### src/rtl/bcd_seg_display.sv
// Registered 3-digit BCD to active-low 7-segment display stage.
// Captures a packed BCD word on load and drives HEX2..HEX0 with optional
// leading-zero blanking, whole-display blinking and invalid-digit flagging.
module bcd_seg_display #(
    parameter int unsigned CLK_HZ   = 50000000,
    parameter int unsigned BLINK_HZ = 2
) (
    input  logic        clk,
    input  logic        rst_n,
    input  logic [11:0] bcd_in,
    input  logic        load,
    input  logic        blank_lz,
    input  logic        blink_en,
    output logic [6:0]  hex2,
    output logic [6:0]  hex1,
    output logic [6:0]  hex0,
    output logic        bcd_err,
    output logic        shown
);

    localparam int unsigned HALF   = CLK_HZ / (2 * BLINK_HZ);
    localparam int unsigned CNT_W  = (HALF > 1) ? $clog2(HALF) : 1;
    localparam logic [CNT_W-1:0] CNT_LAST = CNT_W'(HALF - 1);
    localparam logic [6:0] SEG_OFF  = 7'h7F;
    localparam logic [6:0] SEG_DASH = 7'h3F;

    logic [3:0]       dig2;
    logic [3:0]       dig1;
    logic [3:0]       dig0;
    logic [CNT_W-1:0] presc;
    logic             phase_hidden;
    logic [6:0]       seg2_c;
    logic [6:0]       seg1_c;
    logic [6:0]       seg0_c;

    // Active-low segment pattern for one BCD digit; A..F show a dash.
    function automatic logic [6:0] seg_decode(input logic [3:0] d);
        logic [6:0] s;
        case (d)
            4'd0:    s = 7'h40;
            4'd1:    s = 7'h79;
            4'd2:    s = 7'h24;
            4'd3:    s = 7'h30;
            4'd4:    s = 7'h19;
            4'd5:    s = 7'h12;
            4'd6:    s = 7'h02;
            4'd7:    s = 7'h78;
            4'd8:    s = 7'h00;
            4'd9:    s = 7'h10;
            default: s = SEG_DASH;
        endcase
        return s;
    endfunction

    // Capture the BCD word and flag any nibble above 9.
    always_ff @(posedge clk or negedge rst_n) begin
        if (!rst_n) begin
            dig2    <= 4'd0;
            dig1    <= 4'd0;
            dig0    <= 4'd0;
            shown   <= 1'b0;
            bcd_err <= 1'b0;
        end else if (load) begin
            dig2    <= bcd_in[11:8];
            dig1    <= bcd_in[7:4];
            dig0    <= bcd_in[3:0];
            shown   <= 1'b1;
            bcd_err <= (bcd_in[11:8] > 4'd9) || (bcd_in[7:4] > 4'd9) ||
                       (bcd_in[3:0] > 4'd9);
        end
    end

    // Blink half-period prescaler; a load or blink disable restarts a visible half-period.
    always_ff @(posedge clk or negedge rst_n) begin
        if (!rst_n) begin
            presc        <= '0;
            phase_hidden <= 1'b0;
        end else if (load || !shown || !blink_en) begin
            presc        <= '0;
            phase_hidden <= 1'b0;
        end else if (presc == CNT_LAST) begin
            presc        <= '0;
            phase_hidden <= ~phase_hidden;
        end else begin
            presc        <= presc + CNT_W'(1);
        end
    end

    // Next display pattern: decode, then blank leading zeros, then blink/off override.
    always_comb begin
        seg2_c = seg_decode(dig2);
        seg1_c = seg_decode(dig1);
        seg0_c = seg_decode(dig0);
        if (blank_lz && (dig2 == 4'd0)) begin
            seg2_c = SEG_OFF;
            if (dig1 == 4'd0) begin
                seg1_c = SEG_OFF;
            end
        end
        if (!shown || (blink_en && phase_hidden)) begin
            seg2_c = SEG_OFF;
            seg1_c = SEG_OFF;
            seg0_c = SEG_OFF;
        end
    end

    // Registered segment outputs.
    always_ff @(posedge clk or negedge rst_n) begin
        if (!rst_n) begin
            hex2 <= SEG_OFF;
            hex1 <= SEG_OFF;
            hex0 <= SEG_OFF;
        end else begin
            hex2 <= seg2_c;
            hex1 <= seg1_c;
            hex0 <= seg0_c;
        end
    end

endmodule
### config.mk
export PLATFORM = sky130hd
export DESIGN_NAME = bcd_seg_display
export DESIGN_NICKNAME = d
export VERILOG_FILES = /design/src/rtl/bcd_seg_display.sv
export SDC_FILE = /design/constraint.sdc
export NUM_CORES = 1
export LEC_CHECK = 0
export ABC_AREA = 1
export CAP_MARGIN = 0
export CORE_MARGIN = 8
export CORE_UTILIZATION = 63
export DETAILED_ROUTE_END_ITERATION = 6
export DONT_BUFFER_PORTS = 1
export PLACE_DENSITY = 0.79
export RECOVER_POWER = 50
export SYNTH_ARGS = -nofsm -noshare
export SYNTH_HDL_FRONTEND = slang
export SYNTH_SLANG_ARGS = --single-unit
### constraint.sdc
create_clock -name clk -period 1.98 [get_ports clk]
set_clock_uncertainty 0.05 [all_clocks]
set_input_delay 0.198 -clock clk [delete_from_list [all_inputs] [get_ports clk]]
set_output_delay 0.198 -clock clk [all_outputs]
set_load 0.005 [all_outputs]
==> out/qor.txt, run 1 <==
Status -> finished, final reports clean
Final Wtd Congestion -> 0.897
Number of synthesized register bits -> 60
Global-route wire length before repair -> 11,500 um
Syn. warnings -> 0
Largest net degree at the start of global routing -> 61
Remaining Overflow, GRT -> 0
Critical Path AT -> 1.83 ns
IO Count -> 40
Initial antenna violation count -> 0
M1 WL -> 2820 um
RSZ-0062 raised after global routing -> no
Drc violations -> 0
Uppermost layer routed -> met4
# rows -> 25
Final wirelength -> 6980 um
Worst flop-to-flop path endpoint -> phase_hidden
Initial DRT Pass Iterations -> 4
Multi-input logic area -> 1450 um2
CTS Buf Count -> 9
CP max-delay cell -> dfrtp_1
Worst R2R Path Depth -> 8
Synth Cell Area -> 3140 um2
Final Hold Fails -> 0
ANT nets after route -> 0
Max-slew headroom -> 0.143
Iter 0 DRT Violations -> 146
Hold Crit Depth -> 2
Cell family with most CP delay -> simple AND/OR/NAND/NOR gates
Initial Utilization -> 0.659
Syn_nets -> 422
Worst-path fanout max -> 9
CTS Root Cell -> clkbuf_8
Setup_tns -> 0 ns
Leakage -> 1.58 nW
Port bufs -> 0
Clock transition at path regs -> 0.07 ns
Gr usage total -> 0.197
Final worst-path setup slack -> 0.310 ns
Vias in the first global route -> 2,445
Nets -> 445
Met3 wire length -> 330 um
Area Overhead vs Synth -> 13.1%
Fin cells -> 484
Max Fclk -> 599 MHz
Setup WS pre-CTS -> 0.293 ns
N_diodes -> 0
Die area -> 7490 um2
Layout cell share with drive strength beyond 1 -> 0.146
Setup repair bufs after CTS -> 0
Die X -> 86.5 um
Synth cell types -> 24
WP buf/inv -> 0
Total Power -> 2.82 mW
Slew @ Worst Pin -> 1.29 ns
Slew Limit Fails -> 0
Dpl cells -> 453
Max clock buf depth -> 2
Crit. End Element -> register
Final Critical Period -> 1.67 ns
Post-DP HPWL -> 4990 um
Via-to-Cell Ratio -> 5.32
Final-layout fill cell count -> 324
Power Dens Cells -> 796 nW/um2
Core Footprint -> 4750 um2
Critical path class -> reg2reg
R2R Path Start -> presc[0]
CTS tree -> yes
Hold Crit Class -> in2reg
Hold endpoint -> hex0[6]
Worst setup SP type -> register
CTS sink cnt -> 60
Drt wl/cell -> 14.4 um
FF/Latch Area -> 1530 um2
WP data required -> 2.14 ns
Via count -> 2,575
Max Cap Viol -> 0
Clock Latency Late Sink -> 0.33 ns
Critical-path cell list -> ha_1 > nand2_2 > nor2_1 > nand3_2 > nor2_1 > nor2_4 > nand2_1 > nand2_1
Post-synthesis sequential area ratio -> 0.487
Synthesized area per cell -> 8.06 um2
Tcrit/Tclk final -> 0.844
Synth Instances -> 389
Maximum VDD drop -> 0.572 mV
Critical path depth -> 8
Met2 WL -> 3610 um
R2R setup slack -> 0.31 ns
Hold Crit Start -> blink_en
Max H-tree Level -> 3
Die height -> 86.5 um
Finish-stage setup viols -> 0
CP peak stage delay -> 0.39 ns
-- sequential cells by signal, summed over array words and instances, names as in the netlist, 4 cells and up --
register  count
dig0          4
hex1          7
hex0          7
presc        24
hex2          7
dig1          4
dig2          4
-- power by group --
| part | switching (mW) | internal (mW) |
|---|---|---|
| clock | 0.476 | 0.609 |
| sequential | 0.0782 | 1.38 |
| combinational | 0.175 | 0.100 |
-- layout by cell type (no fill, tap or decap), drive strengths merged --
cell         netlist  final
a41oi              1      1
dlygate4sd3        0     13
clkinv             0      3
or2                6      6
clkbuf             2     12
inv               39     39
xor2               1      1
bufinv             0      1
nand2            105    105
o21ai             33     33
clkinvlp           0      1
nor3               5      5
o21bai             1      1
o211ai             2      2
xnor2              2      2
nand3             31     31
dfstp             21     21
a21oi             11     11
dfrtp             39     39
nor2              72     72
buf                2      2
ha                16     16
-- layer usage --
layer / GRT usage / up-vias
met5: 0 / -
li1: - / 1280
met2: 0.337 / 72
met3: 0.0463 / 19
met4: 0.103 / 0
met1: 0.222 / 1204
-- worst max path at each step --
stage | from | to | slack, ns
final | presc[0] | phase_hidden | 0.31
after CTS | load | phase_hidden | 0.03
after global routing | rst_n | dig0[3] | 0.16
after detailed placement | presc[0] | phase_hidden | 0.29
after floorplan | presc[0] | presc[10] | 0.58
after global placement | presc[0] | presc[20] | 0.41
-- synthesized netlist by cell type, drive strengths merged --
| library cell | number | area [um2] |
|---|---|---|
| nand2 | 105 | 409 |
| nor2 | 72 | 318 |
| dfrtp | 39 | 976 |
| inv | 39 | 146 |
| o21ai | 33 | 165 |
| nand3 | 31 | 165 |
| dfstp | 21 | 552 |
| ha | 16 | 200 |
| a21oi | 11 | 55.1 |
| or2 | 6 | 37.5 |
| nor3 | 5 | 25.0 |
| buf | 2 | 10.0 |
| clkbuf | 2 | 7.51 |
| o211ai | 2 | 15.0 |
| xnor2 | 2 | 17.5 |
| a41oi | 1 | 8.76 |
| o21bai | 1 | 18.8 |
| xor2 | 1 | 8.76 |
-- logic make-up (layout without fill, tap and decap cells) --
| kind of cell | Yosys count | in the layout | share of synthesized area |
|---|---|---|---|
| compound gates | 48 | 48 | 0.0838 |
| xor+xnor | 3 | 3 | 0.00838 |
| fa+ha+maj | 16 | 16 | 0.0638 |
| buf+inv | 43 | 71 | 0.0523 |
| flops | 60 | 60 | 0.487 |
| simple gates | 219 | 219 | 0.304 |
-- layout make-up --
cell class / count / share of cell area
inverters: 39 / 0.0413
clock buffers: 11 / 0.0399
clock inverters: 5 / 0.0148
repair buffers: 16 / 0.0413
multi-input cells: 286 / 0.408
well taps: 67 / 0.0236
flip-flops and latches: 60 / 0.431
-- worst reg2reg max path: stages, from the launching register on --
cell and delay, ns:
dfrtp_1 0.39, ha_1 0.22, nand2_2 0.09, nor2_1 0.20, nand3_2 0.13, nor2_1 0.19
nor2_4 0.10, nand2_1 0.12, nand2_1 0.07
-- through the flow --
stage | util | hold WS (ns) | area (um2)
after detailed placement | 0.675 | -0.146 | 3210
after CTS | 0.751 | 0.00581 | 3570
after global placement | 0.675 | -0.146 | 3210
after global routing | 0.746 | 0.0227 | 3550
after floorplan | - | -0.148 | 3140
final | 0.746 | 0.0107 | 3550
-- what timing repair did --
item | 4_1_cts | 5_1_grt
endpoints found under the hold margin | 74 | 0
resized for setup | 0 | 2
setup endpoints to repair | 0 | 9
hold buffers | 15 | 0
(Power assumes the default switching activity.)
==> run 2, diff against run 1 <==
--- a/config.mk
+++ b/config.mk
@@ -8,10 +8,10 @@
 export ABC_AREA = 1
 export CAP_MARGIN = 0
 export CORE_MARGIN = 8
-export CORE_UTILIZATION = 63
+export CORE_UTILIZATION = 57
 export DETAILED_ROUTE_END_ITERATION = 6
 export DONT_BUFFER_PORTS = 1
-export PLACE_DENSITY = 0.79
+export PLACE_DENSITY = 0.75
 export RECOVER_POWER = 50
 export SYNTH_ARGS = -nofsm -noshare
 export SYNTH_HDL_FRONTEND = slang
==> constraint.sdc (replaced) <==
create_clock -name clk -period 1.5 [get_ports clk]
set_clock_uncertainty 0.05 [all_clocks]
set_input_delay 0.15 -clock clk [delete_from_list [all_inputs] [get_ports clk]]
set_output_delay 0.15 -clock clk [all_outputs]
set_load 0.005 [all_outputs]
==> run 2 against run 1 <==
  * The run now ends with negative hold slack left
  * Sequential cell count unchanged
  * Sequential share of layout area down 3.2 points
  * Worst setup slack worse by 0.30 ns
  * Sequential power up 32%
  * Largest cell class is now multi-input gates
  * Cell area up 8.3%
  * Critical path depth up 1
  * Non-clock buffer count up 22
==> out/qor.txt, run 2 (same netlist as run 1, synthesis figures left out) <==
Status -> complete, but fails checks
Violated checks -> negative hold slack
Dpl cells -> 471
Max Cap Viol -> 0
Worst R2R Path Depth -> 9
CTS Buf Count -> 9
Nets -> 467
Most flops, register -> presc
Initial antenna violation count -> 0
Largest net degree at the start of global routing -> 61
Drt wl/cell -> 14.1 um
Most common cell after layout, fill and taps aside -> nand2_1
Max H-tree Level -> 3
IO Count -> 40
WP data required -> 1.67 ns
Hold Crit Class -> in2async
R2R setup slack -> 0.01 ns
GR Util met1 -> 0.191
Worst flop-to-flop path endpoint -> presc[18]
Fin cells -> 511
Met3 GRT Util -> 0.0657
Final wirelength -> 7200 um
Crit. End Element -> register
CTS tree -> yes
GR Util met2 -> 0.309
# rows -> 27
Critical Path AT -> 1.65 ns
Max-slew headroom -> 0.657
Commonest cells after routing, fill and taps aside -> nand2_1 (99), nor2_1 (49), inv_1 (38)
Leakage -> 1.72 nW
Origin of the worst setup path -> presc[0]
Tcrit/Tclk final -> 0.993
Initial DRT Pass Iterations -> 4
R2R Path Start -> presc[0]
Post-DP HPWL -> 4910 um
Die area -> 8130 um2
Total Power -> 3.57 mW
Global-route wire length before repair -> 11,700 um
Power Dens Cells -> 929 nW/um2
Slew Limit Fails -> 0
Worst hold slack -> -0.541 ns
Core Footprint -> 5410 um2
Setup_tns -> 0 ns
Iter 0 DRT Violations -> 111
Gr usage total -> 0.178
Worst setup SP type -> register
Max Fclk -> 671 MHz
Initial Utilization -> 0.580
Layer with the highest usage -> met2
Final worst-path setup slack -> 0.0101 ns
Die X -> 90.2 um
CTS sink cnt -> 60
Remaining Overflow, GRT -> 0
Final Hold Fails -> 60
Final Wtd Congestion -> 0.886
Vias in the first global route -> 2,578
Crit path to -> presc[18]
Finish-stage setup viols -> 0
RSZ-0062 raised after global routing -> yes
ANT nets after route -> 0
Die height -> 90.2 um
Slew @ Worst Pin -> 0.510 ns
Clock Latency Late Sink -> 0.33 ns
Area Overhead vs Synth -> 22.5%
Max reg flops -> 24
Maximum VDD drop -> 0.704 mV
N_diodes -> 0
Worst-path fanout max -> 5
Fin util -> 0.710
Clock transition at path regs -> 0.07 ns
Via count -> 2,635
Max clock buf depth -> 2
Critical path class -> reg2reg
Final Critical Period -> 1.49 ns
Drc violations -> 0
Port bufs -> 0
Setup WS pre-CTS -> -0.0375 ns
Via-to-Cell Ratio -> 5.16
Layout cell share with drive strength beyond 1 -> 0.232
CTS Root Cell -> clkbuf_8
==> run 2: cell type report <==
class	instances	area, um2
Inverter	39	146
Timing Repair Buffer	38	344
Fill cell	414	1570
Clock buffer	12	145
Multi-Input combinational cell	286	1560
Clock inverter	4	25.0
Sequential cell	60	1530
Tap cell	72	90.1
==> run 2: worst min-delay path by stage <==
stage	from	end	slack, ns	cells past startpoint
global placement	rst_n	presc[4]	-0.19	0
CTS	rst_n	presc[9]	-0.56	0
global route	rst_n	dig2[0]	-0.57	0
floorplan	rst_n	bcd_err	-0.20	0
detailed placement	rst_n	presc[2]	-0.19	0
finish	rst_n	presc[6]	-0.54	0
==> run 2: critical path: stages (launching register included) <==
cell and delay [ns]:
dfrtp_1 0.39, ha_4 0.17, nand2_4 0.06, buf_6 0.12
nor2_4 0.10, nand2_4 0.08, nor2_4 0.16, nand3_2 0.09
nand2_1 0.09, nor2_1 0.05
==> run 2: power by group <==
group / internal [mW] / leakage, nW / switching (mW)
clock: 0.639 / 0.0824 / 0.622
combinational: 0.169 / 0.908 / 0.209
sequential: 1.83 / 0.730 / 0.102
==> run 2: per-layer routing <==
layer  part of all wire  vias up
met5                  0        -
met4              0.019        0
met3              0.054       12
met2               0.52       63
met1               0.41     1229
li1                   -     1331
==> run 2: per-stage QoR <==
step	hold WS [ns]	area (um2)
3_5_place_dp	-0.193	3310
2_1_floorplan	-0.196	3140
3_3_place_gp	-0.193	3310
5_1_grt	-0.571	3840
6_report	-0.541	3840
4_1_cts	-0.558	3670
==> run 2: timing repair <==
action,4_1_cts,5_1_grt
hold buffers,16,3
endpoints found under the hold margin,75,62
gates resized for setup,5,33
setup buffers,1,5
pin swaps,1,7
endpoints found under the setup margin,11,34
